--- config.mk ---
export PLATFORM = sky130hd
export DESIGN_NAME = packetizer_stream_flat
export DESIGN_NICKNAME = d
export VERILOG_FILES = /design/src/rtl/packetizer_stream_if.sv /design/src/rtl/packetizer_stream.sv /design/src/flat_wrapper.sv
export SDC_FILE = /design/constraint.sdc
export NUM_CORES = 1
export LEC_CHECK = 0
export CAP_MARGIN = 10
export CORE_MARGIN = 8
export CORE_UTILIZATION = 44
export CTS_CLUSTER_DIAMETER = 30
export DETAILED_ROUTE_END_ITERATION = 6
export PLACE_DENSITY = 0.73
export SYNTH_ARGS = -nofsm -noshare
export SYNTH_HDL_FRONTEND = slang
export SYNTH_SLANG_ARGS = --single-unit
--- constraint.sdc ---
create_clock -name clk -period 2.1 [get_ports clk]
set_clock_uncertainty 0.15 [all_clocks]
set_input_delay 0.63 -clock clk [delete_from_list [all_inputs] [get_ports clk]]
set_output_delay 0.63 -clock clk [all_outputs]
set_load 0.02 [all_outputs]
--- src/rtl/packetizer_stream_if.sv ---
// Stream bundle between a beat producer, the packetizer and the fabric port.
// The slave modport is the packetizer's view; master is the producer/consumer side.
interface packetizer_stream_if #(
   parameter int ADDRESS_WIDTH    = 4,
   parameter int VC_ADDRESS_WIDTH = 1,
   parameter int WIDTH_OUT        = 36,
   parameter int FLITS            = 4
) ();
   localparam int WIDTH_IN = WIDTH_OUT - FLITS*(3+VC_ADDRESS_WIDTH) - ADDRESS_WIDTH;
   localparam int NFW      = $clog2(FLITS);

   logic [WIDTH_IN-1:0]      i_data_in;
   logic                     i_valid_in;
   logic [NFW-1:0]           i_nflit_in;
   logic [ADDRESS_WIDTH-1:0] i_dest_in;
   logic                     i_last_in;
   logic                     i_ready_out;
   logic [WIDTH_OUT-1:0]     o_packet_out;
   logic                     o_valid_out;
   logic                     o_ready_in;

   modport slave (
      input  i_data_in, i_valid_in, i_nflit_in, i_dest_in, i_last_in, o_ready_in,
      output i_ready_out, o_packet_out, o_valid_out
   );

   modport master (
      output i_data_in, i_valid_in, i_nflit_in, i_dest_in, i_last_in, o_ready_in,
      input  i_ready_out, o_packet_out, o_valid_out
   );
endinterface

--- src/rtl/packetizer_stream.sv ---
// Packetizer: formats input beats into multi-flit fabric words, splitting long
// messages into packets of at most MAX_PKT_WORDS words, with a 2-entry output FIFO.
//
// state | meaning
// IDLE  | next accepted beat starts a new message (latches dest)
// BODY  | mid-message; dest held, word counter tracks packet length
module packetizer_stream #(
   parameter int ADDRESS_WIDTH    = 4,
   parameter int VC_ADDRESS_WIDTH = 1,
   parameter int WIDTH_OUT        = 36,
   parameter int FLITS            = 4,
   parameter int MAX_PKT_WORDS    = 4,
   parameter int VC_MODE          = 0,
   parameter int ASSIGNED_VC      = 0
) (
   input logic               clk,
   input logic               rst_n,
   packetizer_stream_if.slave bus
);
   localparam int VCW      = VC_ADDRESS_WIDTH;
   localparam int FW       = WIDTH_OUT / FLITS;
   localparam int WIDTH_IN = WIDTH_OUT - FLITS*(3+VCW) - ADDRESS_WIDTH;
   localparam int P0       = FW - 3 - VCW - ADDRESS_WIDTH;   // payload bits in flit 0
   localparam int P        = FW - 3 - VCW;                   // payload bits in other flits
   localparam int WCW      = $clog2(MAX_PKT_WORDS + 1);

   typedef enum logic {IDLE, BODY} state_t;

   state_t                   state_q, state_d;
   logic [WCW-1:0]           wcnt_q, wcnt_d;
   logic [ADDRESS_WIDTH-1:0] dest_q, dest_d;
   logic [VCW-1:0]           vc_q, vc_d;
   logic                     sop, eop;
   logic                     ready, accept, pop;
   logic [WIDTH_OUT-1:0]     word_d;

   logic [WIDTH_OUT-1:0]     mem_q [2];
   logic                     wr_q, rd_q;
   logic [1:0]               occ_q;

   // Ready is forced low while reset is held so nothing is accepted then.
   assign ready           = rst_n && (occ_q != 2'd2);
   assign accept          = bus.i_valid_in && ready;
   assign pop             = (occ_q != 2'd0) && bus.o_ready_in;
   assign bus.i_ready_out = ready;
   assign bus.o_valid_out = (occ_q != 2'd0);
   assign bus.o_packet_out = mem_q[rd_q];

   // Packet state register: FSM state, word counter, latched dest and current VC.
   always_ff @(posedge clk or negedge rst_n) begin
      if (!rst_n) begin
         state_q <= IDLE;
         wcnt_q  <= '0;
         dest_q  <= '0;
         vc_q    <= VCW'(ASSIGNED_VC);
      end else begin
         state_q <= state_d;
         wcnt_q  <= wcnt_d;
         dest_q  <= dest_d;
         vc_q    <= vc_d;
      end
   end

   // Next state: a last beat always returns to IDLE, any other beat lands in BODY.
   always_comb begin
      state_d = state_q;
      if (accept) state_d = bus.i_last_in ? IDLE : BODY;
   end

   // Per-beat framing: sop/eop, counter update, dest selection and VC advance.
   always_comb begin
      sop    = 1'b0;
      wcnt_d = wcnt_q;
      dest_d = dest_q;
      if (accept) begin
         if (state_q == IDLE) begin
            sop    = 1'b1;
            wcnt_d = WCW'(1);
            dest_d = bus.i_dest_in;
         end else if (wcnt_q == WCW'(MAX_PKT_WORDS)) begin
            // Packet is full: start a continuation packet to the same dest.
            sop    = 1'b1;
            wcnt_d = WCW'(1);
         end else begin
            wcnt_d = wcnt_q + WCW'(1);
         end
      end
      eop  = bus.i_last_in || (wcnt_d == WCW'(MAX_PKT_WORDS));
      vc_d = vc_q;
      if (VC_MODE == 1 && accept && eop) vc_d = vc_q + VCW'(1);
   end

   // Word assembly: flit 0 at the MSBs, payload taken MSB-first, unused flits zero.
   always_comb begin
      logic [FW-1:0] flit;
      word_d = '0;
      flit   = '0;
      flit[FW-1]                 = 1'b1;
      flit[FW-2]                 = sop;
      flit[FW-3]                 = eop && (bus.i_nflit_in == '0);
      flit[FW-4 -: VCW]          = vc_q;
      flit[P0+ADDRESS_WIDTH-1:0] = {dest_d, bus.i_data_in[WIDTH_IN-1 -: P0]};
      word_d[WIDTH_OUT-1 -: FW]  = flit;
      for (int k = 1; k < FLITS; k++) begin
         flit = '0;
         if (k <= int'(bus.i_nflit_in)) begin
            flit[FW-1]        = 1'b1;
            flit[FW-3]        = eop && (k == int'(bus.i_nflit_in));
            flit[FW-4 -: VCW] = vc_q;
            flit[P-1:0]       = bus.i_data_in[WIDTH_IN-1-P0-(k-1)*P -: P];
         end
         word_d[WIDTH_OUT-1-k*FW -: FW] = flit;
      end
   end

   // Two-entry output FIFO; the head entry drives the port directly so it holds under stall.
   always_ff @(posedge clk or negedge rst_n) begin
      if (!rst_n) begin
         mem_q[0] <= '0;
         mem_q[1] <= '0;
         wr_q     <= 1'b0;
         rd_q     <= 1'b0;
         occ_q    <= 2'd0;
      end else begin
         if (accept) begin
            mem_q[wr_q] <= word_d;
            wr_q        <= ~wr_q;
         end
         if (pop) rd_q <= ~rd_q;
         if (accept && !pop)      occ_q <= occ_q + 2'd1;
         else if (!accept && pop) occ_q <= occ_q - 2'd1;
      end
   end
endmodule

--- src/flat_wrapper.sv ---
// flat-port wrapper written by rule: the top's interface ports become plain ports
module packetizer_stream_flat 
#(
   parameter int ADDRESS_WIDTH    = 4,
   parameter int VC_ADDRESS_WIDTH = 1,
   parameter int WIDTH_OUT        = 36,
   parameter int FLITS            = 4,
   parameter int MAX_PKT_WORDS    = 4,
   parameter int VC_MODE          = 0,
   parameter int ASSIGNED_VC      = 0
)
  (clk, rst_n, bus_i_data_in, bus_i_valid_in, bus_i_nflit_in, bus_i_dest_in, bus_i_last_in, bus_o_ready_in, bus_i_ready_out, bus_o_packet_out, bus_o_valid_out);
  packetizer_stream_if #(.ADDRESS_WIDTH(ADDRESS_WIDTH), .VC_ADDRESS_WIDTH(VC_ADDRESS_WIDTH), .WIDTH_OUT(WIDTH_OUT), .FLITS(FLITS)) bus_i ();
  input logic clk;
  input logic rst_n;
  input wire logic [$bits(bus_i.i_data_in)-1:0] bus_i_data_in;
  input wire logic [$bits(bus_i.i_valid_in)-1:0] bus_i_valid_in;
  input wire logic [$bits(bus_i.i_nflit_in)-1:0] bus_i_nflit_in;
  input wire logic [$bits(bus_i.i_dest_in)-1:0] bus_i_dest_in;
  input wire logic [$bits(bus_i.i_last_in)-1:0] bus_i_last_in;
  input wire logic [$bits(bus_i.o_ready_in)-1:0] bus_o_ready_in;
  output wire logic [$bits(bus_i.i_ready_out)-1:0] bus_i_ready_out;
  output wire logic [$bits(bus_i.o_packet_out)-1:0] bus_o_packet_out;
  output wire logic [$bits(bus_i.o_valid_out)-1:0] bus_o_valid_out;
  assign bus_i.i_data_in = bus_i_data_in;
  assign bus_i.i_valid_in = bus_i_valid_in;
  assign bus_i.i_nflit_in = bus_i_nflit_in;
  assign bus_i.i_dest_in = bus_i_dest_in;
  assign bus_i.i_last_in = bus_i_last_in;
  assign bus_i.o_ready_in = bus_o_ready_in;
  assign bus_i_ready_out = bus_i.i_ready_out;
  assign bus_o_packet_out = bus_i.o_packet_out;
  assign bus_o_valid_out = bus_i.o_valid_out;
  packetizer_stream #(.ADDRESS_WIDTH(ADDRESS_WIDTH), .VC_ADDRESS_WIDTH(VC_ADDRESS_WIDTH), .WIDTH_OUT(WIDTH_OUT), .FLITS(FLITS), .MAX_PKT_WORDS(MAX_PKT_WORDS), .VC_MODE(VC_MODE), .ASSIGNED_VC(ASSIGNED_VC)) u_core (.clk(clk), .rst_n(rst_n), .bus(bus_i));
endmodule
# After elaboration in Yosys (flattened, before gate mapping)
# Index checks and enable logic that the tools add are counted.
# word_totals
inputBits,27
output_inout_bits,38
word_cells,66
regBits,84
# op_classes
n_mux,23
reduce_logical,16
bitwise_logic,4
eq_ne,6
n_addsub,3
n_lt_le_gt_ge,6
# op_table
cell,n
36-bit 2-to-1 mux,4
72-bit bitwise mux,1
36-bit demux with 1-bit select,1
7-bit 2-to-1 mux,3
1-bit logical AND,10
3-bit 2-to-1 mux,3
4-bit 2-to-1 mux,2
1-bit 2-to-1 mux,7
"3-bit equality test, second input constant",2
"2-bit equality test, first input constant",2
"2-bit greater-or-equal comparator, second input constant",2
"2-bit <= comparator, first input constant",2
2-bit 2-to-1 mux,2
1-bit NOT with 2-bit output,2
2-bit nonzero test,2
"3-bit by 1-bit adder with 3-bit output, second input constant",1
"2-bit by 1-bit adder with 2-bit output, second input constant",1
"1-bit by 2-bit equality test with 1-bit output, first input constant",1
"1-bit by 2-bit <= comparator with 1-bit output, first input constant",1
1-bit zero test,2
2-bit zero test,1
"2-bit by 1-bit less-than comparator with 1-bit output, second input constant",1
"2-bit inequality test, second input constant",1
1-bit NOT,2
other kinds (2),2

# Depth between registers and ports, before layout
# Gate-level depths: netlist of the first run.
# logic_depth
ltp_word,9
ltp_mapped,7
depth_no_buf,7

# Least setup slack after synthesis of the first run
# Ideal clock, no wire load.
# synth_timing
kind,in2reg
startpoint,input port bus_i_valid_in
endpoint,register u_core.mem_q[65] (netlist name)
t_arrival_ns,1.622
path_stages,4
setup_ns,0.125
path_buffers,0
path_slack_ns,0.203
required_ns,1.825
cell_sequence,nand2_1 nor3_4 mux2_2 mux2_2
# synth_via
elab_chain_len,3
# synth_rtl
element,line_no,text
start: declaration,flat_wrapper.sv:17,input wire logic [$bits(bus_i.i_valid_in)-1:0] bus_i_valid_in;
1-bit logical AND,packetizer_stream.sv:43,assign accept = bus.i_valid_in && ready;
4-bit 2-to-1 mux,packetizer_stream.sv:75,if (accept) begin
net u_core.dest_d[1],packetizer_stream.sv:31,"logic [ADDRESS_WIDTH-1:0] dest_q, dest_d;"
72-bit bitwise mux,packetizer_stream.sv:126,mem_q[wr_q] <= word_d;
end signal: indexed assignment,packetizer_stream.sv:126,
end: declaration,packetizer_stream.sv:37,logic [WIDTH_OUT-1:0] mem_q [2];
# The timed path passes the listed nets, and every way through them passes these cells.
# A chain may end at the register's enable or synchronous reset.

# Final worst setup path of the first run
# layout_timing
startpoint,register u_core.rd_q
endpoint,output port bus_o_packet_out[31]
# layout_via
elab_chain_len,4
# layout_rtl
element,line_no,text
start: declaration,packetizer_stream.sv:38,"logic wr_q, rd_q;"
start signal: assignment,packetizer_stream.sv:129,if (pop) rd_q <= ~rd_q;
1-bit NOT with 2-bit output (not written as such),packetizer_stream.sv:47,assign bus.o_packet_out = mem_q[rd_q];
36-bit 2-to-1 mux (not written as such) (3 in series),packetizer_stream.sv:47,
end: declaration,flat_wrapper.sv:23,output wire logic [$bits(bus_i.o_packet_out)-1:0] bus_o_packet_out;
# No other way between the ends. The select of a mux whose other input is x is not followed.

==> results of run 1 <==
==> worst min-delay path by stage <==
stage                       end  cells past startpoint
2_1_floorplan  u_core.dest_q[0]                      0
3_3_place_gp   u_core.mem_q[35]                      1
3_5_place_dp   u_core.mem_q[35]                      1
4_1_cts         u_core.occ_q[0]                      2
5_1_grt         u_core.occ_q[0]                      2
6_report        u_core.occ_q[0]                      2
==> cells in the final DEF, fill, tap and decap left out, types with 2 or more instances in the layout <==
master,Yosys,routed
and2_1,7,7
o31ai_1,2,2
buf_6,1,22
clkbuf_8,0,10
inv_1,2,2
dfrtp_2,0,2
buf_2,7,10
o41ai_1,5,5
clkdlybuf4s50_1,0,24
nor2_1,6,6
nand2b_1,4,4
a21oi_1,3,3
o21ai_0,19,19
ha_1,3,3
xnor2_1,2,2
mux2_4,3,15
and3_1,6,6
buf_12,0,4
conb_1,1,7
dfrtp_1,70,68
xor2_1,2,2
buf_4,7,36
mux2_2,60,48
nand2_1,37,36
==> cell families (layout without fill, tap and decap cells) <==
| logic type | Yosys count | count (layout) | synth area share |
|---|---|---|---|
| AO/OA/AOI/OAI | 38 | 38 | 0.0821 |
| XOR/XNOR | 4 | 4 | 0.0104 |
| adder cells (fa/ha/maj) | 3 | 3 | 0.0112 |
| buffers and inverters | 26 | 113 | 0.0425 |
| flip-flops | 70 | 70 | 0.522 |
| multiplexers | 63 | 63 | 0.215 |
| other | 1 | 7 | 0.00112 |
| AND/OR/NAND/NOR | 71 | 71 | 0.116 |
==> metrics by stage <==
step | instances | hold WS [ps] | setup TNS (ps)
after floorplan | 282 | 184 | 0
after global placement | 450 | 294 | -16210
after detailed placement | 450 | 307 | -19180
after CTS | 471 | 44.5 | -4200
after global routing | 471 | 37.2 | -4570
final | 471 | 59.8 | -3210
==> power groups by stage <==
| stage | registers [W] | logic (W) | clock network [W] |
|---|---|---|---|
| 2_1_floorplan | 0.00221 | 0.00203 | 0 |
| 3_3_place_gp | 0.00229 | 0.00319 | 0 |
| 3_5_place_dp | 0.00231 | 0.00325 | 0 |
| 4_1_cts | 0.00230 | 0.00325 | 0.00105 |
| 5_1_grt | 0.00238 | 0.00375 | 0.00110 |
| 6_report | 0.00231 | 0.00348 | 0.00102 |
==> routing by layer <==
layer / vias to the layer above / GRT usage
li1: 1124 / -
met1: 1157 / 0.181
met2: 45 / 0.260
met3: 11 / 0.0388
met4: 0 / 0.0823
met5: - / 0
==> flip-flops by register name, indices dropped and copies added (netlist names) <==
name            cells
u_core.mem_q       58
u_core.occ_q        2
u_core.rd_q         1
u_core.state_q      1
u_core.wcnt_q       3
u_core.dest_q       4
u_core.wr_q         1
==> final cells by class <==
| cell class | count | area [um2] | area share |
|---|---|---|---|
| tap | 102 | 128 | 0.0282 |
| timing repair buffer | 97 | 901 | 0.199 |
| multi-input combinational | 186 | 1550 | 0.342 |
| sequential | 70 | 1750 | 0.388 |
| clock buffer | 11 | 141 | 0.0313 |
| inverter | 3 | 13.8 | 0.00305 |
| clock inverter | 2 | 35.0 | 0.00775 |
==> repair_timing <==
action                     in CTS  in global routing
resized for setup             150                 38
setup buffers                   7                  1
pin swaps                       4                  2
setup endpoints to repair      42                 46
cloned                          1                  0
==> out/results.tsv, run 1 <==
metric	value	unit
synth_seq_area_share	0.522	
seqPwrFrac	0.339	
area_growth	34.7	%
numPortBuffers	57	
synth-seq-cells	70	
slew_viol_final	0	
synth_cell_types	41	
r2r_cells	6	
wl_met3	357	um
r2r_setup_slack	140	ps
finalSetupViolCount	29	
synthTopCellsByArea	dfrtp_1 (52%), mux2_2 (20%), nand2_1 (4.1%), o21ai_0 (2.8%), buf_4 (1.6%)	
cp-end-kind	output port	
comb_power_share	0.511	
routed.top_layer	met4	
track_usage	0.156	
fill_cells	621	
synthesis.area	3350	um2
design.portCount	65	
synthCells	276	
worst-path-buf-inv	3	
clk_pin_slew_worst_paths	70	ps
p_sw_frac	0.353	
startpoint_type	flip-flop	
grt_start_max_net_pins	66	
rr_startpoint	u_core.wcnt_q[0]	
grt_pass1_vias	2567	
async_flop_share	1.00	
clkSinkCount	70	
crit_start	u_core.rd_q	
slew_headroom	0.459	
rows	32	
dp_hpwl	5.27	mm
wire_per_inst	16.1	um
critical_path_required	1320	ps
fin_util	0.597	
worstSkewPairLatency	340	ps
met1Wirelength	3.20	mm
synth_common_cells	dfrtp_1 (70), mux2_2 (60), nand2_1 (37)	
core_area	7570	um2
wl	7.59	mm
yosysTopAreaCell	dfrtp_1	
r2r_end	u_core.mem_q[69]	
fin_crit	2270	ps
path_cells	buf_12 -> buf_12 -> mux2_4 -> buf_6	
power	0.00681	W
antenna_found_initial	0	
die_h	103	um
diodes	0	
nNetsFinal	397	
crit_top_cell	buf_12	
grt_pass1_wl	12.5	mm
power.internal	0.00440	W
netlist.area_leader.share	0.522	
design_area	4520	um2
clockBufferDepth	2	
worst_slack	-170	ps
p_leak	2.15	nW
root_buffer	clkbuf_8	
tightest_slew	811	ps
synth.most_common_cell	dfrtp_1	
post_synth.cell_area_avg	12.2	um2
htreeDepth	3	
dp_worst_setup_slack	-448	ps
die_w	103	um
place_area	4220	um2
worst-path-stages	4	
hold_buffers	0	
violations	setup timing	
drt-initial-drc-count	92	
max_freq	441	MHz
dieArea	10700	um2
rsz0062_at_grt	yes	
drive_above_1_share	0.447	
crit_path_max_incr_delay	450	ps
cts_buffers	9	
drc	0	
initial_core_util	0.443	
p_switching	0.00241	W
p_per_area	1510	nW/um2
hp-class	in -> async	
vdd_drop_max	0.000695	V
synth_edf_count	0	
crit_path_max_fanout	7	
grt-ovfl-total	0	
critPathSlowestCell	dfrtp_2	
wl_met2	3.91	mm
cap_violations	0	
drtAntennaViolNets	0	
hold_viol	0	
cp_top_family	flip-flops	
cts_tree	done	
vias_per_cell	4.96	
drt_first_pass_iters	4	
via_count	2337	
crit_arrival	1490	ps
outcome	finished with violations	
ys.flop_type	dfrtp_1	
ys_warn_count	0	
place_congestion	0.809	
period_share	1.08	
path_class	reg -> out	
p_clk_frac	0.150	
cp-endpoint	bus_o_packet_out[31]	
No activity file was read; power rests on OpenSTA's default activity.
==> run 2, diff against run 1 <==
--- a/config.mk
+++ b/config.mk
@@ -6,7 +6,7 @@
 export NUM_CORES = 1
 export LEC_CHECK = 0
 export CAP_MARGIN = 10
-export CORE_MARGIN = 8
+export CORE_MARGIN = 4
 export CORE_UTILIZATION = 44
 export CTS_CLUSTER_DIAMETER = 30
 export DETAILED_ROUTE_END_ITERATION = 6
==> run 2 against run 1 <==
The run still ends with setup timing left. Largest cell class unchanged. Via count up 0.68%. Sequential power up 2%. Worst hold slack better by 95 ps. Final area up 3.9%. Final cell count unchanged. Non-clock buffer count up 1. Utilization up 4.3 points. Setup slack worse by 56 ps. Critical endpoint is now bus_o_packet_out[20]. Flip-flop and latch count unchanged. Largest power group unchanged. Die area down 15%. Critical path type unchanged.
==> out/results.tsv, run 2 (synthesized netlist as in run 1, its figures left out) <==
metric	value	unit	change
outcome	finished with violations		
violations	setup timing		
vdd_drop_max	0.000556	V	-20%
setup_tns	-5250	ps	-2040 ps
fin_util	0.640		+0.0433
layout_commonest_cell	dfrtp_1		
period_share	1.11		+0.0264
fill_cells	564		-9.2%
drtAntennaViolNets	0		unchanged
cp-end-kind	output port		
die_w	95.3	um	-7.7%
place_area	4220	um2	-0.21%
grt_pass1_wl	12.4	mm	-0.93%
grt_pass1_vias	2486		-3.2%
rsz0062_at_grt	yes		
gr-max-usage-layer	met2		
drt-initial-drc-count	81		-12%
numPortBuffers	57		unchanged
hold_viol	0		unchanged
drc	0		unchanged
p_per_area	1540	nW/um2	+1.9%
drt_first_pass_iters	4		unchanged
seqCellArea	1750	um2	unchanged
place_congestion	0.820		+1.3%
startpoint_type	flip-flop		
timing.hold.ws	155	ps	+95.4 ps
regMostFlops	u_core.mem_q		
design.portCount	65		unchanged
p_clk_frac	0.148		-0.002
initial_core_util	0.458		+0.0143
grt-ovfl-total	0		unchanged
fin_crit	2330	ps	+55.5 ps
area_growth	39.9	%	
layout_common_cells	dfrtp_1 (68), nand2_1 (36), buf_6 (34), mux2_4 (32)		
wl	7.69	mm	+1.3%
p_sw_frac	0.352		-0.00126
hold_buffers	0		unchanged
globalRouteMet1Util	0.225		+0.0440
diodes	0		unchanged
grtUsageMet2	0.304		+0.0442
worstSkewPairLatency	340	ps	about the same
p_switching	0.00254	W	+5.5%
track_usage	0.182		+0.0268
largest_registers	u_core.mem_q: 58 flops, u_core.dest_q: 4 flops, u_core.wcnt_q: 3 flops		
clk_pin_slew_worst_paths	70	ps	about the same
die_h	95.3	um	-7.7%
grt_start_max_net_pins	65		-1.5%
largest_reg_flops	58		unchanged
dp_hpwl	5.24	mm	-0.65%
vias_per_cell	5.00		+0.68%
core_area	7330	um2	-3.1%
crit_path_max_fanout	8		+1
tightest_slew	781	ps	-29.8 ps
slew_headroom	0.479		+0.0198
antenna_found_initial	0		unchanged
cap_violations	0		unchanged
nNetsFinal	398		+0.25%
critical_path_required	1320	ps	about the same
wire_per_inst	16.3	um	+1.3%
slew_viol_final	0		unchanged
via_count	2353		+0.68%
path_class	reg -> out		
multi_input_area	1630	um2	+5.5%
dieArea	9080	um2	-15%
cts_buffers	9		unchanged
design_area	4690	um2	+3.9%
seqPwrFrac	0.328		-0.011
root_buffer	clkbuf_8		
crit_arrival	1550	ps	+60 ps
drive_above_1_share	0.462		+0.0152
worst_slack	-226	ps	-55.5 ps
max_freq	430	MHz	-2.4%
power.internal	0.00467	W	+6.1%
clockBufferDepth	2		unchanged
htreeDepth	3		unchanged
finalSetupViolCount	29		unchanged
rows	31		-3.1%
hp-class	in -> async		
clkSinkCount	70		unchanged
p_leak	2.25	nW	+4.7%
cts_tree	done		
comb_power_share	0.525		+0.014
use_met3	0.0355		-0.00330
[run 2: cell types whose count changed in the layout (fill, tap and decap cells not counted)]
cell        previous run  this run
o41ai_2                1         4
buf_2                 10         3
buf_6                 22        34
or2_2                  0         1
clkinvlp_4             0         1
and2_1                 7         6
and2_2                 0         1
mux2_2                48        31
or2_4                  1         0
clkinv_2               1         2
buf_12                 4         5
mux2_4                15        32
buf_4                 36        31
o41ai_1                5         2
[run 2: worst max-delay path: stages (launching register included)]
cell and delay (ps):
dfrtp_2 470, buf_12 150, buf_12 140, mux2_4 310, buf_6 130
[run 2: metal layers]
layer / up-vias / part of all wire
met5: - / 0
met3: 16 / 0.039
met4: 0 / 0.026
met1: 1149 / 0.43
li1: 1134 / -
met2: 54 / 0.51
[run 2: final cells by class]
cell class | instances | area share
clock inverters | 4 | 0.0101
inverters | 3 | 0.00293
well taps | 99 | 0.0264
multi-input cells | 186 | 0.347
clock buffers | 11 | 0.0301
repair buffers | 98 | 0.209
flip-flops and latches | 70 | 0.374
[run 2: path summary, 6_finish.rpt]
check | start | endpoint | slack (ps) | cells after the start
worst max-delay path | u_core.rd_q | bus_o_packet_out[20] | -230 | 4
worst min-delay path | rst_n | u_core.occ_q[1] | 160 | 3
worst max register to register | u_core.wcnt_q[0] | u_core.mem_q[60] | 200 | 7
worst min register to register | u_core.mem_q[34] | u_core.mem_q[34] | 330 | 1
max in group asynchronous | rst_n | u_core.rd_q | 940 | 2
min in group clk | u_core.mem_q[34] | u_core.mem_q[34] | 330 | 1
[run 2: what timing repair did]
action,in CTS,in global routing
gates cloned,1,0
gates resized for setup,216,10
pin swaps,4,2
endpoints found under the setup margin,41,45
setup buffers,5,3
[run 2: power by group through the flow]
stage / Combinational, W / Sequential [W] / Clock, W
floorplan: 0.00203 / 0.00221 / 0
global placement: 0.00312 / 0.00231 / 0
detailed placement: 0.00317 / 0.00235 / 0
CTS: 0.00371 / 0.00235 / 0.00108
global route: 0.00404 / 0.00243 / 0.00114
finish: 0.00378 / 0.00236 / 0.00106
[run 2: metrics by stage]
stage / setup WS, ps / total power [W] / std cells
5_1_grt: -246 / 0.00762 / 471
6_report: -226 / 0.00721 / 471
3_5_place_dp: -495 / 0.00552 / 448
3_3_place_gp: -377 / 0.00543 / 448
4_1_cts: -261 / 0.00715 / 469
2_1_floorplan: 203 / 0.00423 / 282
